File: src/rtl/mem_axi_bridge_pkg.sv
// Shared definitions for the MEM-stage to AXI bridge: FSM encoding,
// AXI size codes, fixed AXI attribute values and request decode helpers.
package mem_axi_bridge_pkg;

    localparam int ADDR_W = 32;
    localparam int DATA_W = 32;
    localparam int STRB_W = 4;
    localparam int ID_W   = 4;

    localparam logic [ID_W-1:0] DEFAULT_DATA_ID = 4'h1;

    // AXI arsize/awsize codes
    localparam logic [2:0] SIZE_BYTE = 3'd0;
    localparam logic [2:0] SIZE_HALF = 3'd1;
    localparam logic [2:0] SIZE_WORD = 3'd2;

    localparam logic [1:0] BURST_INCR = 2'b01;

    typedef enum logic [2:0] {
        ST_IDLE  = 3'd0,
        ST_RADDR = 3'd1,
        ST_RDATA = 3'd2,
        ST_WADDR = 3'd3,
        ST_WRESP = 3'd4,
        ST_DONE  = 3'd5
    } state_t;

    // Byte-enable mask to AXI transfer size; irregular masks fall back to a word.
    function automatic logic [2:0] size_from_dre(input logic [STRB_W-1:0] dre);
        logic [2:0] size;
        case (dre)
            4'b1111:                            size = SIZE_WORD;
            4'b0011, 4'b1100:                   size = SIZE_HALF;
            4'b0001, 4'b0010, 4'b0100, 4'b1000: size = SIZE_BYTE;
            default:                            size = SIZE_WORD;
        endcase
        return size;
    endfunction

    // Clear the address bits below the transfer size.
    function automatic logic [ADDR_W-1:0] align_addr(input logic [ADDR_W-1:0] addr,
                                                     input logic [2:0]        size);
        logic [ADDR_W-1:0] aligned;
        case (size)
            SIZE_BYTE: aligned = addr;
            SIZE_HALF: aligned = {addr[ADDR_W-1:1], 1'b0};
            default:   aligned = {addr[ADDR_W-1:2], 2'b00};
        endcase
        return aligned;
    endfunction

endpackage

File: src/rtl/mem_axi_bridge.sv
// Bridges single MEM-stage loads/stores onto a single-beat AXI master port.
// One transaction outstanding at a time; the pipeline is stalled until the
// one-cycle DONE state. A flush lets the bus transfer finish but drops load data.
module mem_axi_bridge
    import mem_axi_bridge_pkg::*;
#(
    parameter logic [3:0] DATA_ID = DEFAULT_DATA_ID
) (
    input  logic        cpu_clk_50M,
    input  logic        cpu_rst_n,

    input  logic        mem_req,
    input  logic        mem_we,
    input  logic [31:0] mem_addr,
    input  logic [3:0]  mem_dre,
    input  logic [31:0] mem_wdata,
    input  logic        flush,
    output logic [31:0] dm,
    output logic        mem_stop_wb,

    output logic [3:0]  arid,
    output logic [31:0] araddr,
    output logic [7:0]  arlen,
    output logic [2:0]  arsize,
    output logic [1:0]  arburst,
    output logic        arlock,
    output logic [3:0]  arcache,
    output logic [2:0]  arprot,
    output logic        arvalid,
    input  logic        arready,
    input  logic [3:0]  rid,
    input  logic [31:0] rdata,
    input  logic [1:0]  rresp,
    input  logic        rlast,
    input  logic        rvalid,
    output logic        rready,

    output logic [3:0]  awid,
    output logic [31:0] awaddr,
    output logic [7:0]  awlen,
    output logic [2:0]  awsize,
    output logic [1:0]  awburst,
    output logic        awlock,
    output logic [3:0]  awcache,
    output logic [2:0]  awprot,
    output logic        awvalid,
    input  logic        awready,
    output logic [31:0] wdata,
    output logic [3:0]  wstrb,
    output logic        wlast,
    output logic        wvalid,
    input  logic        wready,
    input  logic [3:0]  bid,
    input  logic [1:0]  bresp,
    input  logic        bvalid,
    output logic        bready
);

    state_t      state_q;
    logic [31:0] addr_q;
    logic [2:0]  size_q;
    logic [31:0] wdata_q;
    logic [3:0]  wstrb_q;
    logic [31:0] rbuf_q;
    logic        flushed_q;
    logic        arvalid_q;
    logic        rready_q;
    logic        awvalid_q;
    logic        wvalid_q;
    logic        bready_q;

    logic [2:0]  size_d;
    logic [31:0] addr_d;
    logic        aw_done;
    logic        w_done;
    logic        discard_r;

    // Response IDs and error codes are deliberately ignored: every response completes.
    logic        unused_resp_fields;
    assign unused_resp_fields = ^{rid, rresp, bid, bresp};

    // Request decode, latched on the IDLE exit.
    assign size_d = size_from_dre(mem_dre);
    assign addr_d = align_addr(mem_addr, size_d);

    // A channel counts as done once its handshake has happened, either earlier or now.
    assign aw_done   = !awvalid_q || awready;
    assign w_done    = !wvalid_q  || wready;
    assign discard_r = flush || flushed_q;

    // Transaction FSM with registered AXI valid/ready outputs.
    // NOTE: every state element here uses non-blocking assignment so all
    // registers update from the same pre-edge values, as real flops do.
    always_ff @(posedge cpu_clk_50M or negedge cpu_rst_n) begin
        if (!cpu_rst_n) begin
            state_q   <= ST_IDLE;
            addr_q    <= '0;
            size_q    <= '0;
            wdata_q   <= '0;
            wstrb_q   <= '0;
            rbuf_q    <= '0;
            flushed_q <= 1'b0;
            arvalid_q <= 1'b0;
            rready_q  <= 1'b0;
            awvalid_q <= 1'b0;
            wvalid_q  <= 1'b0;
            bready_q  <= 1'b0;
        end else begin
            case (state_q)
                ST_IDLE: begin
                    if (mem_req && !flush) begin
                        addr_q    <= addr_d;
                        size_q    <= size_d;
                        wdata_q   <= mem_wdata;
                        wstrb_q   <= mem_dre;
                        flushed_q <= 1'b0;
                        if (mem_we) begin
                            state_q   <= ST_WADDR;
                            awvalid_q <= 1'b1;
                            wvalid_q  <= 1'b1;
                        end else begin
                            state_q   <= ST_RADDR;
                            arvalid_q <= 1'b1;
                        end
                    end
                end
                ST_RADDR: begin
                    if (arready) begin
                        arvalid_q <= 1'b0;
                        rready_q  <= 1'b1;
                        state_q   <= ST_RDATA;
                    end
                end
                ST_RDATA: begin
                    if (rvalid && rlast) begin
                        rready_q <= 1'b0;
                        if (!discard_r) begin
                            rbuf_q <= rdata;
                        end
                        state_q <= ST_DONE;
                    end
                end
                ST_WADDR: begin
                    if (awvalid_q && awready) begin
                        awvalid_q <= 1'b0;
                    end
                    if (wvalid_q && wready) begin
                        wvalid_q <= 1'b0;
                    end
                    if (aw_done && w_done) begin
                        bready_q <= 1'b1;
                        state_q  <= ST_WRESP;
                    end
                end
                ST_WRESP: begin
                    if (bvalid) begin
                        bready_q <= 1'b0;
                        state_q  <= ST_DONE;
                    end
                end
                ST_DONE: begin
                    state_q <= ST_IDLE;
                end
                default: begin
                    state_q <= ST_IDLE;
                end
            endcase

            // Remember a flush seen mid-transaction so late read data is still dropped.
            if (flush && state_q != ST_IDLE) begin
                flushed_q <= 1'b1;
            end
        end
    end

    assign mem_stop_wb = mem_req && (state_q != ST_DONE) && !flush;
    assign dm          = rbuf_q;

    assign arid    = DATA_ID;
    assign araddr  = addr_q;
    assign arlen   = 8'd0;
    assign arsize  = size_q;
    assign arburst = BURST_INCR;
    assign arlock  = 1'b0;
    assign arcache = 4'd0;
    assign arprot  = 3'd0;
    assign arvalid = arvalid_q;
    assign rready  = rready_q;

    assign awid    = DATA_ID;
    assign awaddr  = addr_q;
    assign awlen   = 8'd0;
    assign awsize  = size_q;
    assign awburst = BURST_INCR;
    assign awlock  = 1'b0;
    assign awcache = 4'd0;
    assign awprot  = 3'd0;
    assign awvalid = awvalid_q;
    assign wdata   = wdata_q;
    assign wstrb   = wstrb_q;
    assign wlast   = 1'b1;
    assign wvalid  = wvalid_q;
    assign bready  = bready_q;

endmodule

File: config.mk
export PLATFORM = sky130hd
export DESIGN_NAME = mem_axi_bridge
export DESIGN_NICKNAME = d
export VERILOG_FILES = /design/src/rtl/mem_axi_bridge_pkg.sv /design/src/rtl/mem_axi_bridge.sv
export SDC_FILE = /design/constraint.sdc
export NUM_CORES = 1
export LEC_CHECK = 0
export CORE_ASPECT_RATIO = 0.6
export CORE_MARGIN = 5
export CORE_UTILIZATION = 33
export DETAILED_ROUTE_END_ITERATION = 16
export GPL_ROUTABILITY_DRIVEN = 0
export PLACE_DENSITY = 0.72
export SETUP_SLACK_MARGIN = 0.4
export SYNTH_ARGS = -nofsm -noshare
export SYNTH_HDL_FRONTEND = slang
export SYNTH_SLANG_ARGS = --single-unit
File: constraint.sdc
create_clock -name cpu_clk_50M -period 2.1 [get_ports cpu_clk_50M]
set_input_delay 0.525 -clock cpu_clk_50M [delete_from_list [all_inputs] [get_ports cpu_clk_50M]]
set_output_delay 0.525 -clock cpu_clk_50M [all_outputs]
set_load 0.1 [all_outputs]
==> summary.md, run 1 <==
The run finished with clean final reports. The total overflow left after global routing is 0. Using the TritonRoute via totals, the vias-per-cell ratio works out to 4.40. The run gives 5230 um^2 as the combined area of all synthesized cells. The kind of cell adding the most delay to the critical path is flip-flops. The run gives 365 as the number of instances in the synthesized netlist. The Yosys step of the flow raised 0 warnings.

The share of cell area taken by muxes after synthesis was 0.243; the critical path buffer and inverter count was 2. The library cell used most frequently in the layout, excluding fill and tap cells, is buf_4. Sort of element at the end of the critical path: an output port.

The total of buffers placed on input and output ports works out to 252. The normalized max-slew margin came out at 0.575. For the worst setup path, the data arrival time is 1.26 ns. The area growth from synthesis to final layout came out at 49.5%. In this run, the number of DRC markers left after iteration 0 of detailed routing was 120. In this run, post-CTS hold repair placed 0 buffers. Max-cap violations in this run came to 0. The logs give 10400 um for the estimated wirelength of the detail-placed design and 0.34 ns for the clock latency reported for the late side of the worst-skew pair. Entering global routing, the biggest net connects 112 pins. The tools report the start point of the critical path as state_q[1]$_DFFE_PN0P_. A synthesized cell averages 14.3 um^2. Met1 wire length: 5900 um. The logs give 4 for the number of optimization iterations in the first detailed-route pass and 1630 um for the met3 wire length. The met2 wirelength from detailed routing was 6780 um. Walking the worst path, the cells encountered are inv_1, a31oi_4, buf_12. The count of flip-flops with a built-in enable after synthesis is 0. TritonCTS built the clock tree. The worst setup path is launched from a register.

Chip width: 172 um. Setup repair after global routing could not meet its margin everywhere. The global routing usage summed across all routing layers is 0.138, and the final net count is 726. The number of distinct library cells after synthesis was 41; the post-route setup TNS was 0 ns. The measured slew at the worst slew-check pin is 0.637 ns. The worst register-to-register path begins at state_q[0]$_DFFE_PN0P_. The final period utilization is 0.851. 312 I/O pins were placed. The synthesized design contains 111 register bits.

By area, the combinational part of the netlist is dominated by multiplexers. The largest incremental delay on the critical path is 0.40 ns, and the number of diodes is 0. The async set-reset flop share out of synthesis was 1.00; the area of the die was 18500 um^2. The number of global-route vias before repair is 3696. The number of antenna violations at the first check in global routing came out at 0. In the synthesized netlist the dominant register cell turns out to be dfrtp_1.

The fill cell instance count of the final layout was 1332; the number of max-slew violations in the final report was 0. Highest routed metal layer: met4. The synthesized-area fraction occupied by xor and xnor cells works out to 0.00335. STA puts the critical path data required time at 1.57 ns. The fraction of the mapped netlist area in compound gates came out at 0.0330. The class of the worst hold path was in -> async. The slowest library cell on the worst path was dfrtp_2. The final layout contains routed wiring with a total length of 14400 um. Clock-pin slew was measured on the worst setup and hold paths at 0.08 ns.

In the layout the commonest cells are 150 x buf_4, 107 x clkdlybuf4s50_1, 74 x dfrtp_1, 62 x mux2_2, 47 x conb_1. The area share of fa/ha/maj cells after synthesis was 0; the wire length of the first global-routing pass was 20400 um. The clock tree synthesis step divided the H-tree into 3 levels. The maximum net fanout on the critical path was 4; the number of buffers added by the clock tree synthesis step was 9. In this run the clock root is driven by a clkbuf_16. Derived from the worst setup path, the maximum achievable clock frequency is 0.560 GHz. The floorplan step defined a core boundary enclosing 15500 um^2. For the number of setup violations in the final report, the log shows 0. The critical path is of the reg -> out type. The simple-gate share of the synthesized area is 0.0347.

The tools report the sequential share of the synthesized area as 0.532. The effective utilization at floorplan is 0.338, and the post-route DRC violation count is 0. For the post-route clock skew, the log shows 0.00957 ns.

The placement row count is 35. Once detail routing completed, the nets flagged for antenna violations numbered 0. Counting every sink on the clock net gives 111.

The clock passes through at most 2 buffers. For the number of endpoints with negative hold slack in the final report, the log shows 0. The worst path in the final design needs a cycle of 1.79 ns, including I/O delays and setup. The average routed wire per standard cell was 17.7 um. The ratio of cells with drive above 1 in the final layout was 0.543; the total number of vias was 3568. Measured along the y axis, the die boundary spans 107 um.
## cells in the mapped netlist, types with 2 or more instances
cell type	count	share of area
clkbuf_1	3	0.0022
nand2b_1	4	0.0048
conb_1	2	0.0014
o31ai_1	2	0.0029
buf_4	83	0.12
nand3_1	3	0.0029
a31oi_1	6	0.0072
buf_6	3	0.0065
mux2_2	62	0.13
o2bb2ai_1	2	0.0034
dfrtp_1	111	0.53
a22o_1	2	0.0034
inv_1	7	0.0050
mux2_4	38	0.11
nor4b_1	2	0.0034
nor2_1	4	0.0029
nand2_1	2	0.0014
buf_12	5	0.019
o21ai_0	2	0.0019
## cell type report
class | instances | area [um^2] | area share
Clock buffer | 9 | 225 | 0.0288
Clock inverter | 7 | 83.8 | 0.0107
Inverter | 7 | 26.3 | 0.00336
Multi-Input combinational cell | 198 | 1850 | 0.237
Sequential cell | 111 | 2820 | 0.362
Tap cell | 203 | 254 | 0.0325
Timing Repair Buffer | 276 | 2540 | 0.326
## sequential cells by signal, summed over array words and instances (netlist names), 2 cells and up
signal and cells:
arsize 2, wdata 32, dm 32, araddr 32
wstrb 4, state_q 3
## cell families (layout without fill, tap and decap cells)
group,count (synthesis),count (layout)
multiplexers,100,100
XOR/XNOR,2,2
flip-flops,111,111
AND/OR/NAND/NOR,25,26
buffers and inverters,102,299
other,2,47
AO/OA/AOI/OAI,23,23
## path summary, 6_finish.rpt
path | end | slack, ns | cells after the start
max | mem_stop_wb | 0.31 | 3
min | araddr[3]$_DFFE_PN0P_ | 0.23 | 2
max reg2reg | wdata[9]$_DFFE_PN0P_ | 0.34 | 5
min reg2reg | wstrb[2]$_DFFE_PN0P_ | 0.51 | 1
max in group asynchronous | arsize[0]$_DFFE_PN0P_ | 1.31 | 2
min in group cpu_clk_50M | wstrb[2]$_DFFE_PN0P_ | 0.51 | 1
## per-layer routing
layer,global-route usage,vias to the layer above
met5,0,-
met4,0.0269,0
met3,0.0576,6
met2,0.221,177
met1,0.177,1773
li1,-,1612
## timing repair
action	4_1_cts	5_1_grt
setup buffers	4	0
resized for setup	10	5
pin swaps	1	2
gates cloned	0	8
endpoints found under the setup margin	64	67
## metrics by stage
step                      setup slack (ns)   util  hold slack, ns  std cells  instance area [um^2]
final                                0.313  0.505           0.225        811                  7810
after floorplan                      0.260      -           0.229        410                  5450
after CTS                            0.306  0.494           0.274        803                  7640
after detailed placement           -0.0884  0.472           0.494        783                  7290
after global placement             -0.0481  0.472           0.490        783                  7290
after global routing                 0.286  0.505           0.283        811                  7810
Power of run 1 is left out: the tool's default activity adds up to more than one toggle a clock period on the data nets, which glitch-free logic cannot reach.
==> run 2, diff against run 1 <==
--- a/config.mk
+++ b/config.mk
@@ -10,6 +10,7 @@
 export CORE_UTILIZATION = 33
 export DETAILED_ROUTE_END_ITERATION = 16
 export GPL_ROUTABILITY_DRIVEN = 0
+export HOLD_SLACK_MARGIN = 0.15
 export PLACE_DENSITY = 0.72
 export SETUP_SLACK_MARGIN = 0.4
 export SYNTH_ARGS = -nofsm -noshare
==> constraint.sdc (replaced) <==
create_clock -name cpu_clk_50M -period 1.8 [get_ports cpu_clk_50M]
set_input_delay 0.45 -clock cpu_clk_50M [delete_from_list [all_inputs] [get_ports cpu_clk_50M]]
set_output_delay 0.45 -clock cpu_clk_50M [all_outputs]
set_load 0.1 [all_outputs]
==> run 2 against run 1 <==
Effect of this change: sequential share of layout area fell by 7.0 points; non-clock buffer count increased by 24; worst setup slack worse by 0.24 ns; final area increased by 28%; clock-buffer cell count grew 1.
==> summary.md, run 2 (synthesis gave the netlist of run 1 again) <==
The run finished with clean final reports. For the post-route clock skew, the log shows 0.0116 ns (+0.00202 ns). Setup repair after global routing could not meet its margin everywhere. In this run the worst hold path is classified as in -> async.

The kind of critical path is in -> reg. The kind of cell adding the most delay to the critical path is buffers and inverters. The number of diodes is 0 (unchanged), and the post-route antenna net violation count is 0 (unchanged). The worst reg-to-reg path cell count came out at 5 (unchanged). The worst-case clock buffer depth is 2 (unchanged), and the maximum net fanout on the critical path is 16 (+12).

The final hold slack came out at 0.532 ns (+0.307 ns). The commonest non-fill, non-tap cell in the layout was buf_12. The smallest clock period supported by the final layout is computed as 1.73 ns. Largest incremental delay on the critical path: 0.49 ns (+0.09 ns). The final period utilization was 0.961; the final net count was 749 (+3.2%). The logs give 4007 (+8.4%) for the number of global-route vias before repair and 2.02 ns (+0.45 ns) for the data required time of the critical path. Final setup slack of the worst path: 0.0695 ns (-0.244 ns). The slowest library cell on the worst path is clkdlybuf4s50_1. The tools report the number of endpoints with negative hold slack in the final report as 0 (unchanged). The signal on the critical path passes through clkdlybuf4s50_1, and3b_2, nand3_4, clkbuf_16, mux2_2. The logs give 0 (unchanged) for the number of setup violations in the final report and 15700 um (+9.4%) for the final wirelength. The maximum number of pins on one net before global-route repair came out at 49 (-56%).

The area growth from synthesis to final layout came out at 90.8%. The total number of vias was 3688 (+3.4%). Mean number of vias per cell: 4.42 (+0.51%). The post-route DRC violation count came out at 0 (unchanged). The tools report the total global routing overflow as 0 (unchanged).

The post-route setup TNS was 0 ns (unchanged); the number of antenna violations at the first check in global routing was 0 (unchanged). The chip height was 107 um (unchanged). The number of optimization iterations in the first detailed-route pass was 4 (unchanged).

The logic depth of the worst path, buffers included was 5 (+2); the ratio of cells with drive above 1 in the final layout was 0.575 (+0.0325). The root buffer cell is clkbuf_16. The fill cell instance count of the final layout was 1082 (-19%). The run gives 0.35 ns (about the same) as the clock latency reported for the late side of the worst-skew pair. The run gives 0.578 GHz as the achievable clock frequency.

TritonCTS built the clock tree. The number of violations reported at the end of detailed-routing iteration 0 was 126 (+5.0%). The worst endpoint data arrival time came out at 1.95 ns (+0.69 ns). The logs give 111 (unchanged) for the number of sinks on the clock net and 0.158 (+0.0192) for the global routing usage summed across all routing layers.

The final design area excluding fillers is 9970 um^2 (+28%), and the critical path buffer and inverter count is 2 (unchanged). The wire length of the first global-routing pass was 22900 um (+13%). The total number of H-tree levels is 3 (unchanged), and the placed instance area is 9160 um^2 (+26%). Total of buffers placed on input and output ports: 252 (unchanged). STA classifies the critical path endpoint as a register. For the worst setup slack before clock tree synthesis, the log shows -0.371 ns (-0.282 ns).

The CTS clock-pin slew for the worst setup and hold paths came out at 0.07 ns (about the same). The number of buffers added by the clock tree synthesis step is 9 (unchanged), and the effective utilization at floorplan is 0.338 (unchanged). The area inside the core boundary is 15500 um^2 (unchanged), and the number of max-slew violations in the final report is 0 (unchanged).

The placement row count is 35 (unchanged). The tools report the count of pins on the block boundary as 312 (unchanged). Critical path launch point type: an input port.

Average routed wire per standard cell: 18.9 um (+6.4%). The run gives 0 (unchanged) as the number of maximum-capacitance violations. In the layout the commonest cells are 148 x buf_12, 105 x clkdlybuf4s50_1, 72 x dfrtp_1, 60 x mux2_2, 47 x conb_1.

The chip width was 172 um (unchanged). The area of the die came out at 18500 um^2 (unchanged). The estimated wirelength of the detail-placed design came out at 11900 um (+14%).
[run 2: cell count changes in the layout (fill, tap and decap cells not counted), moves of 5 or more]
cell	change
dfrtp_4	+34
dfrtp_2	-32
buf_6	+5
buf_12	+140
buf_4	-121
[run 2: layout make-up]
| cell class | count | area, um^2 | share of cell area |
|---|---|---|---|
| well taps | 203 | 254 | 0.0255 |
| inverters | 7 | 28.8 | 0.00289 |
| flip-flops and latches | 111 | 2910 | 0.292 |
| repair buffers | 300 | 4510 | 0.452 |
| clock buffers | 10 | 229 | 0.0230 |
| multi-input cells | 197 | 1940 | 0.195 |
| clock inverters | 6 | 97.6 | 0.00979 |
[run 2: metrics by stage]
stage | utilization | cells
after floorplan | - | 410
after global placement | 0.592 | 787
after detailed placement | 0.592 | 787
after CTS | 0.627 | 821
after global routing | 0.645 | 834
final | 0.645 | 834
[run 2: repair_timing]
item	in CTS	in global routing
pin swaps	1	5
hold buffers	1	0
endpoints found under the hold margin	15	0
setup endpoints to repair	226	250
buffers inserted	16	9
cloned	1	4
resized for setup	17	24
[run 2: layer usage]
metal / GRT usage / vias up / share of wire
li1: - / 1647 / -
met1: 0.177 / 1842 / 0.37
met2: 0.272 / 185 / 0.50
met3: 0.0815 / 14 / 0.12
met4: 0.0258 / 0 / 0.010
met5: 0 / - / 0
[run 2: final timing paths]
check | from | to | slack [ns]
max | rvalid | dm[0]$_DFFE_PN0P_ | 0.07
max in group asynchronous | cpu_rst_n | araddr[6]$_DFFE_PN0P_ | 0.70
min in group cpu_clk_50M | flush | flushed_q$_DFFE_PN0P_ | 0.56
min reg2reg | flushed_q$_DFFE_PN0P_ | flushed_q$_DFFE_PN0P_ | 0.57
min | cpu_rst_n | araddr[28]$_DFFE_PN0P_ | 0.53
max reg2reg | state_q[0]$_DFFE_PN0P_ | dm[0]$_DFFE_PN0P_ | 0.13
[run 2: worst reg2reg max path, cell delays in order (launching register included)]
cell and delay [ns]:
dfrtp_2 0.47, buf_6 0.15, and3b_2 0.27, nand3_4 0.16, clkbuf_16 0.24, mux2_2 0.28
Power of run 2 is left out for the same reason.
